## src/rtl/stack_controller_pkg.sv

```systemverilog
// rtl/stack_controller_pkg.sv - shared memory-mode, opcode and FSM state constants for the stack controller
package stack_controller_pkg;

  localparam int MEMORY_ADDR_BITS = 3;
  localparam int DATA_BITS        = 4;

  localparam logic [1:0] MEMORY_MODE_IDLE  = 2'd0;
  localparam logic [1:0] MEMORY_MODE_CLEAR = 2'd1;
  localparam logic [1:0] MEMORY_MODE_READ  = 2'd2;
  localparam logic [1:0] MEMORY_MODE_WRITE = 2'd3;

  localparam logic [1:0] OP_PUSH  = 2'd0;
  localparam logic [1:0] OP_POP   = 2'd1;
  localparam logic [1:0] OP_PEEK  = 2'd2;
  localparam logic [1:0] OP_CLEAR = 2'd3;

  localparam logic [2:0] ST_IDLE  = 3'd0;
  localparam logic [2:0] ST_WRITE = 3'd1;
  localparam logic [2:0] ST_READ  = 3'd2;
  localparam logic [2:0] ST_RESP  = 3'd3;
  localparam logic [2:0] ST_CLR   = 3'd4;

endpackage

```

## src/rtl/stack_controller.sv

```systemverilog
// rtl/stack_controller.sv - LIFO controller driving an external 1-cycle-latency memory
// Optional PEEK support is enabled by defining STACK_CTRL_PEEK_EN.
module stack_controller
  import stack_controller_pkg::*;
#(
  parameter int ADDR_BITS = MEMORY_ADDR_BITS
) (
  input  logic                 clk,
  input  logic                 rst,
  input  logic                 cmd_valid,
  input  logic [1:0]           cmd_op,
  input  logic [DATA_BITS-1:0] cmd_data,
  output logic                 cmd_ready,
  output logic                 rsp_valid,
  output logic [DATA_BITS-1:0] rsp_data,
  output logic                 rsp_error,
  output logic [ADDR_BITS:0]   depth,
  output logic                 full,
  output logic                 empty,
  output logic [1:0]           mem_mode,
  output logic [ADDR_BITS-1:0] mem_address,
  output logic [DATA_BITS-1:0] mem_data_in,
  input  logic [DATA_BITS-1:0] mem_data_out
);

  localparam logic [ADDR_BITS:0]   SP_FULL  = {1'b1, {ADDR_BITS{1'b0}}};
  localparam logic [ADDR_BITS:0]   SP_ONE   = {{ADDR_BITS{1'b0}}, 1'b1};
  localparam logic [ADDR_BITS-1:0] ADDR_ONE = {{(ADDR_BITS-1){1'b0}}, 1'b1};

  logic [2:0]           state;
  logic [ADDR_BITS:0]   sp;
  logic [1:0]           op_q;
  logic [DATA_BITS-1:0] data_q;
  logic                 err_q;

  assign depth     = sp;
  assign full      = (sp == SP_FULL);
  assign empty     = (sp == '0);
  assign cmd_ready = (state == ST_IDLE);

  always_ff @(posedge clk) begin
    if (rst) begin
      state  <= ST_IDLE;
      sp     <= '0;
      op_q   <= OP_PUSH;
      data_q <= '0;
      err_q  <= 1'b0;
    end else begin
      case (state)
        ST_IDLE: begin
          if (cmd_valid) begin
            op_q   <= cmd_op;
            data_q <= cmd_data;
            err_q  <= 1'b0;
            // Rejected commands go straight to RESP so they answer at N+1 without touching memory.
            case (cmd_op)
              OP_PUSH: begin
                if (full) begin
                  err_q <= 1'b1;
                  state <= ST_RESP;
                end else begin
                  state <= ST_WRITE;
                end
              end
              OP_POP: begin
                if (empty) begin
                  err_q <= 1'b1;
                  state <= ST_RESP;
                end else begin
                  state <= ST_READ;
                end
              end
              OP_PEEK: begin
`ifdef STACK_CTRL_PEEK_EN
                if (empty) begin
                  err_q <= 1'b1;
                  state <= ST_RESP;
                end else begin
                  state <= ST_READ;
                end
`else
                err_q <= 1'b1;
                state <= ST_RESP;
`endif
              end
              default: state <= ST_CLR;
            endcase
          end
        end
        ST_WRITE: begin
          sp    <= sp + SP_ONE;
          state <= ST_IDLE;
        end
        ST_READ: state <= ST_RESP;
        ST_RESP: begin
          if (!err_q && op_q == OP_POP) sp <= sp - SP_ONE;
          state <= ST_IDLE;
        end
        ST_CLR: begin
          sp    <= '0;
          state <= ST_IDLE;
        end
        default: state <= ST_IDLE;
      endcase
    end
  end

  always_comb begin
    rsp_valid   = 1'b0;
    rsp_error   = 1'b0;
    rsp_data    = '0;
    mem_mode    = MEMORY_MODE_IDLE;
    mem_address = '0;
    mem_data_in = '0;
    case (state)
      ST_WRITE: begin
        rsp_valid   = 1'b1;
        mem_mode    = MEMORY_MODE_WRITE;
        mem_address = sp[ADDR_BITS-1:0];
        mem_data_in = data_q;
      end
      ST_READ: begin
        mem_mode    = MEMORY_MODE_READ;
        mem_address = sp[ADDR_BITS-1:0] - ADDR_ONE;
      end
      ST_RESP: begin
        rsp_valid = 1'b1;
        rsp_error = err_q;
        rsp_data  = err_q ? '0 : mem_data_out;
      end
      ST_CLR: begin
        rsp_valid = 1'b1;
        mem_mode  = MEMORY_MODE_CLEAR;
      end
      default: ;
    endcase
  end

endmodule

```

## config.mk

```make
export PLATFORM = sky130hd
export DESIGN_NAME = stack_controller
export DESIGN_NICKNAME = d
export VERILOG_FILES = /design/src/rtl/stack_controller_pkg.sv /design/src/rtl/stack_controller.sv
export SDC_FILE = /design/constraint.sdc
export NUM_CORES = 1
export LEC_CHECK = 0
export CAP_MARGIN = 10
export CELL_PAD_IN_SITES_DETAIL_PLACEMENT = 0
export CELL_PAD_IN_SITES_GLOBAL_PLACEMENT = 2
export CORE_ASPECT_RATIO = 0.6
export CORE_MARGIN = 3
export CORE_UTILIZATION = 24
export DETAILED_ROUTE_END_ITERATION = 8
export PLACE_DENSITY = 0.89
export SLEW_MARGIN = 30
export SYNTH_ARGS = -nofsm -noshare
export SYNTH_HDL_FRONTEND = slang
export SYNTH_SLANG_ARGS = --single-unit
```

## constraint.sdc

```tcl
create_clock -name clk -period 1.9 [get_ports clk]
set_input_delay 0.475 -clock clk [delete_from_list [all_inputs] [get_ports clk]]
set_output_delay 0.475 -clock clk [all_outputs]
set_load 0.1 [all_outputs]
```

==> results of run 1 <==
[worst max-delay path by stage]
stage | end | slack, ns | cells after the start
after floorplan | err_q | -0.32 | 7
after global placement | state[0] | 0.08 | 5
after detailed placement | depth[2] | -0.03 | 4
after CTS | rsp_valid | -0.006 | 4
after global routing | mem_address[2] | -0.04 | 5
final | mem_address[2] | 0.005 | 5
[state kept, by name, summed over array words and instances, names as in the netlist]
name	cells
err_q	1
state	3
op_q	2
depth	4
data_q	4
[cell families (layout without fill, tap and decap cells)]
family | Yosys count | count (layout) | share of synthesized area
buffers and inverters | 16 | 61 | 0.0661
AND/OR/NAND/NOR | 51 | 51 | 0.285
adder cells (fa/ha/maj) | 6 | 6 | 0.0793
XOR/XNOR | 1 | 1 | 0.00925
AO/OA/AOI/OAI | 23 | 23 | 0.159
multiplexers | 10 | 10 | 0.106
flip-flops | 14 | 14 | 0.296
[through the flow]
stage / area [sq um] / hold slack, ns / setup slack (ns) / TNS (ns)
finish: 1870 / 0.492 / 0.00485 / 0
global route: 1870 / 0.537 / -0.0441 / -0.210
CTS: 1840 / 0.494 / -0.00552 / -0.00552
detailed placement: 1760 / 0.479 / -0.0349 / -0.0349
global placement: 1760 / 0.466 / 0.0768 / 0
floorplan: 1080 / 0.455 / -0.318 / -1.06
[per-layer routing]
layer | part of all wire | wire length (um)
met5 | 0 | 0
met4 | 0 | 0
met3 | 0.067 | 203
met2 | 0.46 | 1390
met1 | 0.47 | 1440
[layout make-up]
type,instances,area (sq um)
multi-input cells,91,753
flip-flops and latches,14,299
fillers,309,1630
well taps,45,56.3
inverters,8,32.5
clock buffers,4,55.1
repair buffers,49,673
[worst max-delay path: stages, from the launching register on]
cell and delay, ns:
dfxtp_4 0.37, nand2b_2 0.24, o21ai_2 0.16, a32oi_2 0.09, nor2_4 0.14, buf_12 0.18
[Yosys cell counts, types with 2 or more instances]
cell type | instances | share of area
nor2b_1 | 3 | 0.020
ha_1 | 6 | 0.079
a2111oi_0 | 4 | 0.037
nand3_1 | 3 | 0.016
a21oi_1 | 11 | 0.058
mux2i_1 | 10 | 0.11
and2_1 | 9 | 0.059
o21ai_0 | 2 | 0.011
nand2b_1 | 4 | 0.026
o31ai_1 | 2 | 0.016
nor3_1 | 2 | 0.011
nor3b_1 | 2 | 0.016
nand2_1 | 5 | 0.020
nor2_1 | 17 | 0.067
dfxtp_1 | 14 | 0.30
inv_1 | 8 | 0.032
buf_2 | 2 | 0.011
clkbuf_1 | 5 | 0.020
[power by group]
| group | internal (uW) | switching, uW |
|---|---|---|
| sequential | 311 | 17.3 |
| clock | 183 | 106 |
| combinational | 210 | 311 |
[repair_timing]
action                                  in CTS  in global routing
endpoints found under the setup margin      13                  7
resized for setup                           10                  6
hold endpoints to repair                     0                  0
pin swaps                                    0                  6
hold buffers                                 0                  0
buffers inserted                             0                  1
==> impl_metrics.env, run 1 <==
export IMPL_run_status="finished, final reports clean"
export IMPL_hp_start="data_q[3]"
export IMPL_finalCritPeriodShare=0.997
export IMPL_cts_buffers=3
export IMPL_initial_core_util=0.270
export IMPL_crit_type="reg2out"
export IMPL_register_to_register_setup_slack_ns=0.26
export IMPL_floorplan_die_width_um=87.1
export IMPL_num_rows=16
export IMPL_final_setup_skew_ns=0.00157
export IMPL_synth_nets=140
export IMPL_synth_sequential_area_ratio=0.296
export IMPL_max_slew_margin_rel=0.696
export IMPL_most_common_cell_after_layout_fill_and_taps_aside="buf_12"
export IMPL_r2r_cells=7
export IMPL_vias=1006
export IMPL_place_gp_congestion=0.866
export IMPL_report_final_slew_viol_count=0
export IMPL_synthesis_area_per_instance_sq_um=7.83
export IMPL_critical_r2r_capture="depth[2]"
export IMPL_ctsHtreeMaxLevel=1
export IMPL_path_clk_slew_ns=0.06
export IMPL_worst_path_max_fanout=8
export IMPL_hold_violations=0
export IMPL_antenna_found_initial=0
export IMPL_clock_tree_from_tritoncts="built"
export IMPL_buffer_ports_inserted=34
export IMPL_fraction_of_final_layout_cells_with_drive_strength_greater_than_1=0.494
export IMPL_routedWlPerCell_um=14.4
export IMPL_viasPerCell=4.77
export IMPL_max_cap_violations=0
export IMPL_timing_hold_worst_class="reg2reg"
export IMPL_grt_start_max_net_pins=10
export IMPL_detailed_router_iteration_count_before_antenna_repair=4
export IMPL_die_h_um=54.7
export IMPL_power_density_cell_area_nw_per_um2=609
export IMPL_ys_warnings_count=0
export IMPL_max_freq_ghz=0.528
export IMPL_grt_overflow_total=0
export IMPL_synth_cell_type_count=30
export IMPL_clock_tree_buffer_depth=2
export IMPL_p_leak_uw=0.000798
export IMPL_worst_r2r_startpoint="state[2]"
export IMPL_worst_endpoint_required_ns=1.42
export IMPL_ctsRootBufferMaster="clkbuf_8"
export IMPL_grt_pass1_wl_um=4770
export IMPL_syn_inst=121
export IMPL_globalRouteMet2Util=0.215
export IMPL_synth_edf_count=0
export IMPL_synthToLayoutAreaGrowth_pct=97.4
export IMPL_met1_resource_use_gr=0.178
export IMPL_critPathArrivalTime_ns=1.42
export IMPL_ant_nets=0
export IMPL_hpwl_reported_at_the_end_of_detailed_placement_um=2520
export IMPL_power_total_uw=1140
export IMPL_synth_ff_type="dfxtp_1"
export IMPL_grt_busiest_layer="met2"
export IMPL_use_met3=0.0406
export IMPL_numClockSinks=14
export IMPL_finalNonFillerCells=211
export IMPL_clk_insertion_delay_late_ns=0.24
export IMPL_async_reset_ff_frac=0
export IMPL_min_delay_path_depth=2
export IMPL_final_core_util=0.534
export IMPL_report_final_setup_viol=0
export IMPL_design_final_nets=186
export IMPL_start_kind="flip-flop"
export IMPL_crit_start="state[0]"
export IMPL_period_needed_ns=1.90
export IMPL_gr_usage_all_layers=0.131
export IMPL_synth_seq_cells=14
export IMPL_grt_pass1_vias=975
export IMPL_n_antenna_cell=0
export IMPL_tightest_slew_ns=0.445
export IMPL_design_core_area_sq_um=3500
export IMPL_final_cell_mix="buf_12 (22), buf_4 (15), clkdlybuf4s50_1 (12)"
export IMPL_timing_hold_worst_endpoint="data_q[3]"
export IMPL_pin_count=35
export IMPL_detail_route_drc_violations=0
export IMPL_dieArea_sq_um=4760
export IMPL_syn_area_sq_um=947
export IMPL_routed_wl_um=3030
export IMPL_grt_setup_unrepaired="true"
export IMPL_first_iter_violations=43
export IMPL_cp_end_kind="output pin"
export IMPL_ir_drop_mv=0.290
export IMPL_placed_cells_incl_taps=206
Power figures use the tool's default switching activity.
==> run 2: changes to the inputs <==
Settings changed: CAP_MARGIN 10 to 20, RECOVER_POWER set to 50.
==> run 2 against run 1 <==
Against the previous run:
- sequential cell count unchanged
- die area unchanged
- clock power about the same
- highest routed layer unchanged
- power decreased by 1.4%
- wire length increased by 0.20%
- worst setup slack got worse by 0.0041 ns
- via count increased by 0.30%
- largest power group unchanged
- first-iteration DRC count increased by 26%
- hold slack about the same
- critical path depth unchanged
==> impl_metrics.env, run 2 (same netlist as run 1, synthesis figures left out) <==
export IMPL_finalNonFillerCells=211
export IMPL_report_final_slew_viol_count=0
export IMPL_routed_wl_um=3040
export IMPL_max_cap_violations=0
export IMPL_final_setup_skew_ns=0.00229
export IMPL_crit_type="reg2out"
export IMPL_initial_core_util=0.270
export IMPL_cts_buffers=3
export IMPL_grt_pass1_wl_um=4770
export IMPL_p_leak_uw=0.000781
export IMPL_worst_endpoint_required_ns=1.42
export IMPL_run_status="finished, final reports clean"
export IMPL_worst_path_max_fanout=8
export IMPL_viasPerCell=4.78
export IMPL_ir_drop_mv=0.288
export IMPL_hold_violations=0
export IMPL_power_density_cell_area_nw_per_um2=615
export IMPL_tightest_slew_ns=0.546
export IMPL_post_place_ws_ns=-0.0349
export IMPL_grt_start_max_net_pins=10
export IMPL_placement_cell_area_sq_um=1760
export IMPL_p_seq_frac=0.292
export IMPL_gr_usage_all_layers=0.131
export IMPL_combPwrFrac=0.451
export IMPL_ctsHtreeMaxLevel=1
export IMPL_routedWlPerCell_um=14.4
export IMPL_final_core_util=0.521
export IMPL_hpwl_reported_at_the_end_of_detailed_placement_um=2520
export IMPL_path_clk_slew_ns=0.06
export IMPL_synthToLayoutAreaGrowth_pct=92.6
export IMPL_critPathArrivalTime_ns=1.42
export IMPL_design_final_nets=186
export IMPL_finalCritPeriodShare=1.00
export IMPL_clock_tree_from_tritoncts="built"
export IMPL_multi_input_area_sq_um=743
export IMPL_antenna_found_initial=0
export IMPL_detailed_router_iteration_count_before_antenna_repair=4
export IMPL_num_rows=16
export IMPL_clk_insertion_delay_late_ns=0.24
export IMPL_postLayoutSetupSlackWorst_ns=0.000724
export IMPL_fraction_of_final_layout_cells_with_drive_strength_greater_than_1=0.470
export IMPL_cp_end_kind="output pin"
export IMPL_pin_count=35
export IMPL_clockPowerShare=0.257
export IMPL_p_sw_uw=430
export IMPL_grt_setup_unrepaired="true"
export IMPL_max_slew_margin_rel=0.638
export IMPL_final_cell_mix="buf_12 (20), buf_4 (14), clkdlybuf4s50_1 (12)"
export IMPL_start_kind="flip-flop"
export IMPL_report_final_setup_viol=0
export IMPL_buffer_ports_inserted=34
export IMPL_dieArea_sq_um=4760
export IMPL_final_hold_worst_slack_ns=0.492
export IMPL_regArea_sq_um=298
export IMPL_die_h_um=54.7
export IMPL_grt_pass1_vias=975
export IMPL_grt_overflow_total=0
export IMPL_swShare=0.383
export IMPL_placed_cells_incl_taps=206
export IMPL_ant_nets=0
export IMPL_first_iter_violations=54
export IMPL_n_antenna_cell=0
export IMPL_fin_area_sq_um=1820
export IMPL_clock_tree_buffer_depth=2
export IMPL_floorplan_die_width_um=87.1
export IMPL_timing_hold_worst_class="reg2reg"
export IMPL_ctsRootBufferMaster="clkbuf_8"
export IMPL_cell_internal_pwr_uw=693
export IMPL_vias=1009
export IMPL_detail_route_drc_violations=0
export IMPL_num_fill_cells=316
export IMPL_design_core_area_sq_um=3500
export IMPL_max_freq_ghz=0.527
export IMPL_period_needed_ns=1.90
export IMPL_most_common_cell_after_layout_fill_and_taps_aside="buf_12"
export IMPL_place_gp_congestion=0.866
export IMPL_numClockSinks=14
-- run 2: cell count changes in the layout (fill, tap and decap cells not counted), sizes merged --
| cell | previous run | this run |
|---|---|---|
| buf | 37 | 34 |
| clkbuf | 4 | 7 |
-- run 2: per-stage QoR --
step	total power [uW]	setup TNS, ns
finish	1120	0
CTS	1140	-0.00552
global route	1180	-0.212
global placement	830	0
floorplan	650	-1.06
detailed placement	838	-0.0349
-- run 2: critical path, cell delays in order, from the launching register on --
cell      delay [ns]
dfxtp_4         0.37
nand2b_2        0.24
o21ai_2         0.17
a32oi_2         0.09
nor2_4          0.14
buf_12          0.18
-- run 2: layout make-up --
class / count / area share
multi-input combinational: 91 / 0.407
sequential: 14 / 0.163
inverter: 8 / 0.0178
tap: 45 / 0.0309
clock buffer: 4 / 0.0302
timing repair buffer: 49 / 0.350
-- run 2: path summary, 6_finish.rpt --
| kind | startpoint | end | slack, ns | cells past startpoint |
|---|---|---|---|---|
| worst max-delay path | state[0] | mem_address[2] | 0.0007 | 5 |
| worst min-delay path | data_q[3] | data_q[3] | 0.49 | 2 |
| worst min register to register | data_q[3] | data_q[3] | 0.49 | 2 |
| worst max register to register | state[1] | err_q | 0.24 | 5 |
-- run 2: layer usage --
| layer | global-route usage | vias up | part of all wire |
|---|---|---|---|
| met5 | 0 | - | 0 |
| met4 | 0.00765 | 0 | 0 |
| met3 | 0.0406 | 0 | 0.062 |
| met2 | 0.215 | 32 | 0.46 |
| met1 | 0.178 | 470 | 0.48 |
| li1 | - | 507 | - |
-- run 2: power groups by stage --
stage | Sequential [uW] | Clock [uW] | Combinational, uW
detailed placement | 333 | 0 | 505
global placement | 332 | 0 | 499
CTS | 327 | 299 | 513
floorplan | 342 | 0 | 308
global route | 331 | 316 | 531
finish | 328 | 289 | 507
-- run 2: timing repair --
action,CTS,global route
hold buffers,0,0
gates resized for setup,10,6
pin swaps,0,6
gates cloned,0,0
endpoints found under the setup margin,13,7
buffers inserted,0,1
==> run 3: changes to the inputs <==
Settings changed: CAP_MARGIN 20 to not set.
==> results of run 3 <==
No change in the layout: final DEF, timing and power equal those of run 2.
